$ cat config.mk
export PLATFORM = sky130hd
export DESIGN_NAME = mips_fetch_unit
export DESIGN_NICKNAME = d
export VERILOG_FILES = /design/src/rtl/mips_pkg.sv /design/src/rtl/mips_fetch_queue.sv /design/src/rtl/mips_fetch_unit.sv
export SDC_FILE = /design/constraint.sdc
export NUM_CORES = 1
export LEC_CHECK = 0
export ABC_AREA = 1
export BUFFER_PORTS_ARGS = -buffer_cell sky130_fd_sc_hd__clkbuf_2
export CAP_MARGIN = 15
export CORE_MARGIN = 3
export CORE_UTILIZATION = 50
export CTS_CLUSTER_SIZE = 8
export DETAILED_ROUTE_END_ITERATION = 10
export HOLD_SLACK_MARGIN = 0.05
export PLACE_DENSITY = 0.73
export SYNTH_ARGS = -nofsm -noshare
export SYNTH_HDL_FRONTEND = slang
export SYNTH_SLANG_ARGS = --single-unit
$ cat constraint.sdc
create_clock -name clk -period 4.28 [get_ports clk]
set_input_delay 0.428 -clock clk [delete_from_list [all_inputs] [get_ports clk]]
set_output_delay 0.428 -clock clk [all_outputs]
set_load 0.1 [all_outputs]
$ cat src/rtl/mips_pkg.sv
// Shared types, constants and target arithmetic for the MIPS fetch front end.
// Helpers work on a 64-bit address; callers truncate to their own ADDR_W.
package mips_pkg;

    localparam int INST_BYTES      = 4;
    localparam int JUMP_REGION_MSB = 28;
    localparam int WIDE_ADDR_W     = 64;

    typedef logic [WIDE_ADDR_W-1:0] wide_addr_t;

    typedef struct packed {
        logic [31:0] pc;
        logic [31:0] inst;
    } fetch_entry_t;

    // Address of the instruction after pc; the byte offset bits of pc are ignored.
    function automatic wide_addr_t seq_pc(input wide_addr_t pc);
        return (pc & ~wide_addr_t'(3)) + wide_addr_t'(INST_BYTES);
    endfunction

    function automatic wide_addr_t branch_target(input wide_addr_t pc, input logic [15:0] imm);
        return seq_pc(pc) + {{(WIDE_ADDR_W-18){imm[15]}}, imm, 2'b00};
    endfunction

    function automatic wide_addr_t jump_target(input wide_addr_t pc, input logic [25:0] index);
        return (seq_pc(pc) & ~((wide_addr_t'(1) << JUMP_REGION_MSB) - wide_addr_t'(1)))
             | wide_addr_t'({index, 2'b00});
    endfunction

endpackage

$ cat src/rtl/mips_fetch_queue.sv
// In-order prefetch FIFO with flush; push and pop may coincide at any occupancy.
// Pointers carry one extra MSB so full and empty are distinguishable.
module mips_fetch_queue
    import mips_pkg::*;
#(
    parameter int  DEPTH   = 4,
    parameter type entry_t = fetch_entry_t
) (
    input  logic                   clk,
    input  logic                   rst_b,
    input  logic                   push,
    input  entry_t                 push_data,
    input  logic                   pop,
    input  logic                   flush,
    output entry_t                 head,
    output logic                   full,
    output logic                   empty,
    output logic [$clog2(DEPTH):0] count
);

    localparam int PTR_W = $clog2(DEPTH);

    entry_t           mem [DEPTH];
    logic [PTR_W:0]   wr_ptr;
    logic [PTR_W:0]   rd_ptr;
    logic             do_push;
    logic             do_pop;

    assign empty   = (wr_ptr == rd_ptr);
    assign full    = (wr_ptr[PTR_W] != rd_ptr[PTR_W]) &&
                     (wr_ptr[PTR_W-1:0] == rd_ptr[PTR_W-1:0]);
    assign count   = wr_ptr - rd_ptr;
    assign do_pop  = pop & ~empty;
    // A pop in the same cycle frees the slot a push into a full queue needs.
    assign do_push = push & (~full | do_pop);
    assign head    = mem[rd_ptr[PTR_W-1:0]];

    always_ff @(posedge clk) begin
        if (!rst_b) begin
            wr_ptr <= '0;
            rd_ptr <= '0;
        end else if (flush) begin
            wr_ptr <= '0;
            rd_ptr <= '0;
        end else begin
            if (do_push) wr_ptr <= wr_ptr + (PTR_W+1)'(1);
            if (do_pop)  rd_ptr <= rd_ptr + (PTR_W+1)'(1);
        end
    end

    always_ff @(posedge clk) begin
        if (do_push && !flush) mem[wr_ptr[PTR_W-1:0]] <= push_data;
    end

endmodule

$ cat src/rtl/mips_fetch_unit.sv
// Instruction fetch front end: owns the PC, issues credit-limited memory requests,
// queues responses in order, and handles branch/jump redirects and sticky halt.
module mips_fetch_unit
    import mips_pkg::*;
#(
    parameter int              ADDR_W      = 32,
    parameter int              DATA_W      = 32,
    parameter logic [ADDR_W-1:0] RESET_PC  = '0,
    parameter int              QUEUE_DEPTH = 4
) (
    input  logic              clk,
    input  logic              rst_b,
    output logic              imem_req,
    output logic [ADDR_W-1:0] imem_addr,
    input  logic              imem_gnt,
    input  logic              imem_rvalid,
    input  logic [DATA_W-1:0] imem_rdata,
    output logic              inst_valid,
    input  logic              inst_ready,
    output logic [DATA_W-1:0] inst,
    output logic [ADDR_W-1:0] inst_pc,
    input  logic              br_taken,
    input  logic              jump_en,
    input  logic [ADDR_W-1:0] res_pc,
    input  logic [15:0]       res_imm,
    input  logic [25:0]       res_index,
    input  logic              halt_in,
    output logic              halted
);

    localparam int CNT_W = $clog2(QUEUE_DEPTH) + 1;

    typedef struct packed {
        logic [ADDR_W-1:0] pc;
        logic [DATA_W-1:0] inst;
    } entry_t;

    logic [ADDR_W-1:0] fetch_pc;
    logic [ADDR_W-1:0] rsp_pc;
    logic [ADDR_W-1:0] target;
    logic [CNT_W-1:0]  outstanding;
    logic [CNT_W-1:0]  discard_cnt;
    logic [CNT_W-1:0]  q_count;
    logic              q_full;
    logic              q_empty;
    logic              redirect_req;
    logic              redirect;
    logic              credit_ok;
    logic              grant;
    logic              push;
    logic              pop;
    logic              flush;
    entry_t            push_entry;
    entry_t            head;

    assign redirect_req = jump_en | br_taken;
    assign redirect     = redirect_req & ~halt_in & ~halted;
    assign target       = jump_en ? ADDR_W'(jump_target(wide_addr_t'(res_pc), res_index))
                                  : ADDR_W'(branch_target(wide_addr_t'(res_pc), res_imm));

    // In-flight requests plus queued entries never exceed the queue depth.
    assign credit_ok  = ({1'b0, outstanding} + {1'b0, q_count}) < (CNT_W+1)'(QUEUE_DEPTH);
    assign imem_req   = rst_b & ~halted & ~halt_in & ~redirect_req & credit_ok;
    assign imem_addr  = fetch_pc;
    assign grant      = imem_req & imem_gnt;

    assign push       = imem_rvalid & (discard_cnt == '0) & ~redirect & ~halt_in & ~halted;
    assign inst_valid = rst_b & ~q_empty & ~redirect_req & ~halt_in;
    assign pop        = inst_valid & inst_ready;
    assign flush      = redirect | halt_in;
    assign push_entry = '{pc: rsp_pc, inst: imem_rdata};
    assign inst       = head.inst;
    assign inst_pc    = head.pc;

    mips_fetch_queue #(
        .DEPTH   (QUEUE_DEPTH),
        .entry_t (entry_t)
    ) u_queue (
        .clk       (clk),
        .rst_b     (rst_b),
        .push      (push),
        .push_data (push_entry),
        .pop       (pop),
        .flush     (flush),
        .head      (head),
        .full      (q_full),
        .empty     (q_empty),
        .count     (q_count)
    );

    always_ff @(posedge clk) begin
        if (!rst_b) begin
            fetch_pc    <= RESET_PC;
            rsp_pc      <= RESET_PC;
            outstanding <= '0;
            discard_cnt <= '0;
            halted      <= 1'b0;
        end else begin
            outstanding <= outstanding + CNT_W'(grant) - CNT_W'(imem_rvalid);
            // Halt and redirect both orphan everything still in flight; a response
            // landing this very cycle is dropped directly, so it is not counted.
            if (halt_in) begin
                halted      <= 1'b1;
                discard_cnt <= outstanding - CNT_W'(imem_rvalid);
            end else if (redirect) begin
                fetch_pc    <= target;
                rsp_pc      <= target;
                discard_cnt <= outstanding - CNT_W'(imem_rvalid);
            end else begin
                if (grant) fetch_pc <= fetch_pc + ADDR_W'(INST_BYTES);
                if (imem_rvalid && discard_cnt != '0) discard_cnt <= discard_cnt - CNT_W'(1);
                if (push) rsp_pc <= rsp_pc + ADDR_W'(INST_BYTES);
            end
        end
    end

    no_queue_overflow: assert property (@(posedge clk) disable iff (!rst_b)
        !(push && q_full && !pop));

endmodule

======== Word level (Yosys, flattened, before mapping) ========
Memory sizes are Yosys's and may differ from the RTL's. A register that Yosys moved wholly into a read port is not among the register bits.
Cells that the tools add are included.
Widths: inputs -> output; s select.
word-level totals
  flip-flop bits (word level) ............. 77
  memory bits (writable) .................. 256
  output and inout port bits .............. 99
  word-level logic and storage cells ...... 76
  memories ................................ 1
memory list
  name         words  width  rd ports  clocked after Yosys merged registers in  write ports  RTL line                source
  u_queue.mem  4      64     1         1                                        1            mips_fetch_queue.sv:23  entry_t mem [DEPTH];
cells by class
  add/sub/neg operators ................... 12
  magnitude comparators ................... 1
  equality and inequality tests ........... 3
  muxes and demuxes ....................... 12
  bitwise operators ....................... 28
  reduce and logical (&&, ||, !) cells .... 12
operators with widths
  operator               number
  $mux 32                5
  $add 32x3->32 const B  3
  $add 32x18->32         1
  $or 32x28->32          1
  $and 1x1->1            17
  $mux 3                 3
  $not 1->1              7
  $add 3x1->3 const B    2
  $reduce_bool 3->1      2
  $sub 3x1->3            2
  $add 3x3->4            1
  $lt 4x3->1 const B     1
  $mux 2                 2
  $reduce_and 2->1       2
  $reduce_bool 2->1      2
  $add 3x1->3            1
  $eq 3x3->1             1
  $logic_and 1x1->1      3
  $logic_not 3->1        1
  $or 1x1->1             3
  $sub 3x1->3 const B    1
  $sub 3x3->3            1
  $eq 2x2->1             1
  $mux 1                 2
  3 further kinds        3

======== Depth between registers and ports, before layout ========
  depth in word-level cells ............... 12
  gate-level depth with buffers ........... 25
  depth with buffers taken out ............ 25

======== Modules after synthesis ========
From an unflattened synthesis, not the netlist that was laid out.
unflattened totals
  cell total of the unflattened synthesis .. 1958
  area total of the unflattened synthesis .. 17418.0 um2
modules (own cells, without submodules)
  module            times used  cells each  area each (um2)  seq. area each (um2)
  mips_fetch_queue  1           693         10028.4          7847.5
  mips_fetch_unit   1           1265        7389.6           1341.3

======== Worst setup path before layout ========
OpenSTA, ideal clock, no wires.
  kind .................................... reg2reg
  start ................................... reg halted
  end ..................................... mem u_queue.mem[0][0] in the netlist's numbering (enable)
  setup time .............................. 0.482 ns
  data arrival time ....................... 4.385 ns
  setup slack ............................. -0.587 ns
  stages on the path, launching flop included .. 7
  clock period less this slack ............ 4.867 ns
  cell sequence ........................... dfxtp_1 -> nor2_1 -> nand2_4 -> inv_2 -> nor2_4 -> nand3_4 -> nor2_1
between the ends
  word-level cells in the longest chain between the ends .. 10
ends and longest elaborated chain
  item                            RTL line                                      source
  start: declaration              mips_fetch_unit.sv:28                         output logic halted
  start signal: assignment        mips_fetch_unit.sv:97                         halted <= 1'b0;
  start signal: assignment        mips_fetch_unit.sv:103                        halted <= 1'b1;
  $not 1->1 *                     mips_fetch_unit.sv:57, mips_fetch_unit.sv:67
  $and 1x1->1                     mips_fetch_unit.sv:57                         assign redirect = redirect_req & ~halt_in & ~halted;
  $not 1->1                       mips_fetch_unit.sv:67                         assign push = imem_rvalid & (discard_cnt == '0) & ~redirect & ~halt_in & ~halted;
  $and 1x1->1 (3 in series)       mips_fetch_unit.sv:67
  $and 1x1->1                     mips_fetch_queue.sv:35                        assign do_push = push & (~full | do_pop);
  $logic_and 1x1->1 *             mips_fetch_queue.sv:52                        if (do_push && !flush) mem[wr_ptr[PTR_W-1:0]] <= push_data;
  $mux 1 *                        mips_fetch_queue.sv:52
  $mux 1 (not written as such) *  mips_fetch_queue.sv:52
  end: declaration                mips_fetch_queue.sv:23
Mark *: on every way between the ends. The rest lies on a longest branch, timed or not.

==> reports/qor.csv <==
stage,metric,value,unit
detailed_routing,initial drt markers,1296,
grt,grt met2 use,41.2,%
setup_path,CP arrival,3.31,ns
floorplanning,Die W,190,um
clock_network,CTS tree,done,
synth,YS warnings,0,
placed_design,I/O Buffers,206,
floorplanning,total core area,32900,um2
status,outcome,finished clean,
floorplanning,die span in y,190,um
flow_run,maxcap violations,0,
detailed_routing,TritonRoute pass-1 iters,5,
setup_path,Crit Path Max Fanout,64,
sta,final hold vios,0,
sta,Period minus WS final,3.74,ns
placed_design,GP Congestion,0.953,
sta,Final setup viols,0,
floorplanning,Ports,213,
synth,leading area contributor after synthesis,edfxtp_1,
sta,Final Slew Violations,0,
sta,max_slew headroom,31.1,%
sta,unrepaired setup endpoints after global routing,no,
grt,initial antenna violation count,1,
setup_path,"Data required, critical path",3.85,ns
clock_network,hold buffers post-CTS,0,
power,Max IR drop VDD,0.291,mV
grt,GRT Util Overall,24.9,%
grt,largest net degree at the start of global routing,73,
clock_network,CTS resizes,0,
clock_network,clock buffer depth,3,
power,power density over the cells,402,nW/um2
synth,top post-synthesis cells by area,"edfxtp_1 44%, dfxtp_1 8.9%, nand2_1 6.7%",
clock_network,Post-CTS Setup Bufs,0,
final_layout,layout cells sized above 1,15.6,%
synth,post-synthesis sequential area ratio,52.8,%
final_layout,final net count,2265,
final_layout,final core occ,60.0,%
detailed_routing,DR vias,14302,
setup_path,FF-to-FF path depth,18,
synth,Post-synth top cells,"302 x nand2_1, 287 x nor2_1, 248 x edfxtp_1",
final_layout,Filler cells,2823,
grt,GR peak layer,met2,
detailed_routing,per-cell routed wire length,17.8,um
placed_design,dpl cell area,18400,um2
grt,gr ovfl total,0,
grt,first-pass GRT wire length,72500,um
synth,Netlist cell types,53,
detailed_routing,Via density,5.56,
final_layout,area grow syn2layout,16.6,%
setup_path,FF-to-FF End,outstanding[2]$_SDFF_PN0_,
min_path,hold path depth,1,
detailed_routing,Post-route DRC,0,
synth,asr flop ratio synth,0,%
clock_network,CTS buffer count,46,
final_layout,Final Cell Area,19800,um2
grt,vias in the first global route,13762,
sta,post-route setup slack,0.542,ns
sta,Worst-Margin Slew,1.03,ns
clock_network,clock latency at the later pin of the worst-skew pair,0.54,ns
clock_network,"CTS clk-pin slew, worst paths",0.05,ns
placed_design,DP Worst Slack,0.535,ns
min_path,Hold Path Origin,imem_rdata[31],
sta,Max Clk Rate,268,MHz
power,PnR Total Power,7.94,mW
synth,cells after synthesis,1891,
setup_path,Worst Setup Start Kind,flop,
clock_network,H-tree Lvls,2,
synth,most common cell in the netlist,nand2_1,
synth,share of the synthesized area in the top cell type,43.9,%
synth,syn avg cell area,8.97,um2
synth,Post-Syn Area,17000,um2
setup_path,register-to-register setup slack,0.88,ns
power,P_leak,7.82,nW
min_path,Hold Path Class,primary input to flop,
synth,"flops & latches, synth",323,
detailed_routing,Final ANT Viol Nets,0,
detailed_routing,Routed WL,45900,um
clock_network,CTS root buffer,clkbuf_16,
placed_design,dpl hpwl,31700,um
clock_network,clk sinks,323,
setup_path,FF-to-FF Start,u_queue.wr_ptr[0]$_SDFFE_PP0P_,
floorplanning,Rows,66,
sta,Final Skew,0.0192,ns
sta,fin crit share,87.3,%
floorplanning,full die area,36200,um2
synth,Synth Flop Type,edfxtp_1,
setup_path,Crit. End Element,output pin,
grt,GR Util met1,34.4,%
floorplanning,Initial Utilization,51.5,%
synth,"EDFF count, synth",248,
grt,met3 usage,4.27,%
setup_path,CP Class,flop to output pin,
sta,Fin Setup TNS,0,ns
min_path,Worst Hold Endpoint,u_queue.mem[2][31]$_DFFE_PP_,
-- critical path, stage by stage (launching register included) --
cell	delay (ns)
dfxtp_4	0.75
clkinv_2	0.71
buf_4	0.52
o21ai_0	0.28
o22ai_1	0.10
clkbuf_2	0.38
-- sequential cells by signal, summed over array words and instances, names as in the netlist, named ones only --
register        flops
discard_cnt         3
halted              1
imem_addr          30
outstanding         3
rsp_pc             30
u_queue.mem       248
u_queue.rd_ptr      3
u_queue.wr_ptr      3
-- final cells by class --
class                   count  area [um2]  share of cell area [%]
diodes                      1        2.50                  0.0127
clock buffers              80        1280                    6.47
clock inverters             3        41.3                   0.209
inverters                 149         562                    2.84
multi-input cells        1346        7100                    35.9
flip-flops and latches    323        8950                    45.3
well taps                 442         553                    2.80
repair buffers            230        1270                    6.44
-- kinds of logic after synthesis --
kind of cell	synth area share, %
XOR/XNOR	3.25
adder cells (fa/ha/maj)	4.19
AND/OR/NAND/NOR	19.5
AO/OA/AOI/OAI	14.7
buffers and inverters	5.60
flip-flops	52.8
other	0.0221
-- worst max-delay path by stage --
stage / cells past startpoint / to / from
2_1_floorplan: 6 / u_queue.mem[0][0]$_DFFE_PP_ / halted$_SDFFE_PN0P_
3_3_place_gp: 24 / rsp_pc[31]$_SDFFE_PN0P_ / res_pc[2]
3_5_place_dp: 24 / rsp_pc[31]$_SDFFE_PN0P_ / res_pc[2]
4_1_cts: 5 / inst[24] / flop
5_1_grt: 5 / inst[25] / flop
6_report: 5 / inst[14] / flop
-- layout by cell type (no fill, tap or decap), types with 36 or more instances in the layout --
| master | instances |
|---|---|
| nand2_1 | 302 |
| o21ai_0 | 222 |
| nand3_1 | 71 |
| clkbuf_16 | 46 |
| o22ai_1 | 62 |
| ha_1 | 52 |
| xor2_1 | 36 |
| a21oi_1 | 116 |
| clkbuf_2 | 206 |
| nor2_1 | 283 |
| dfxtp_1 | 73 |
| inv_1 | 142 |
| edfxtp_1 | 248 |
-- metal layers --
metal	share of wire, %	up-vias
met4	2.1	0
li1	-	6967
met5	0	-
met2	47	533
met1	43	6736
met3	8.0	66
-- stage by stage --
| step | hold slack, ns | std cells |
|---|---|---|
| finish | 0.112 | 2574 |
| global route | 0.103 | 2574 |
| CTS | 0.0954 | 2573 |
| detailed placement | 0.464 | 2490 |
| global placement | 0.454 | 2490 |
| floorplan | 0.437 | 1894 |
-- report_power, final --
part / switching (mW) / internal [mW] / leakage (nW)
combinational: 0.790 / 0.294 / 4.33
clock: 1.27 / 2.01 / 0.628
sequential: 0.110 / 3.47 / 2.86
Note: power is estimated with default switching activity, not from simulation.
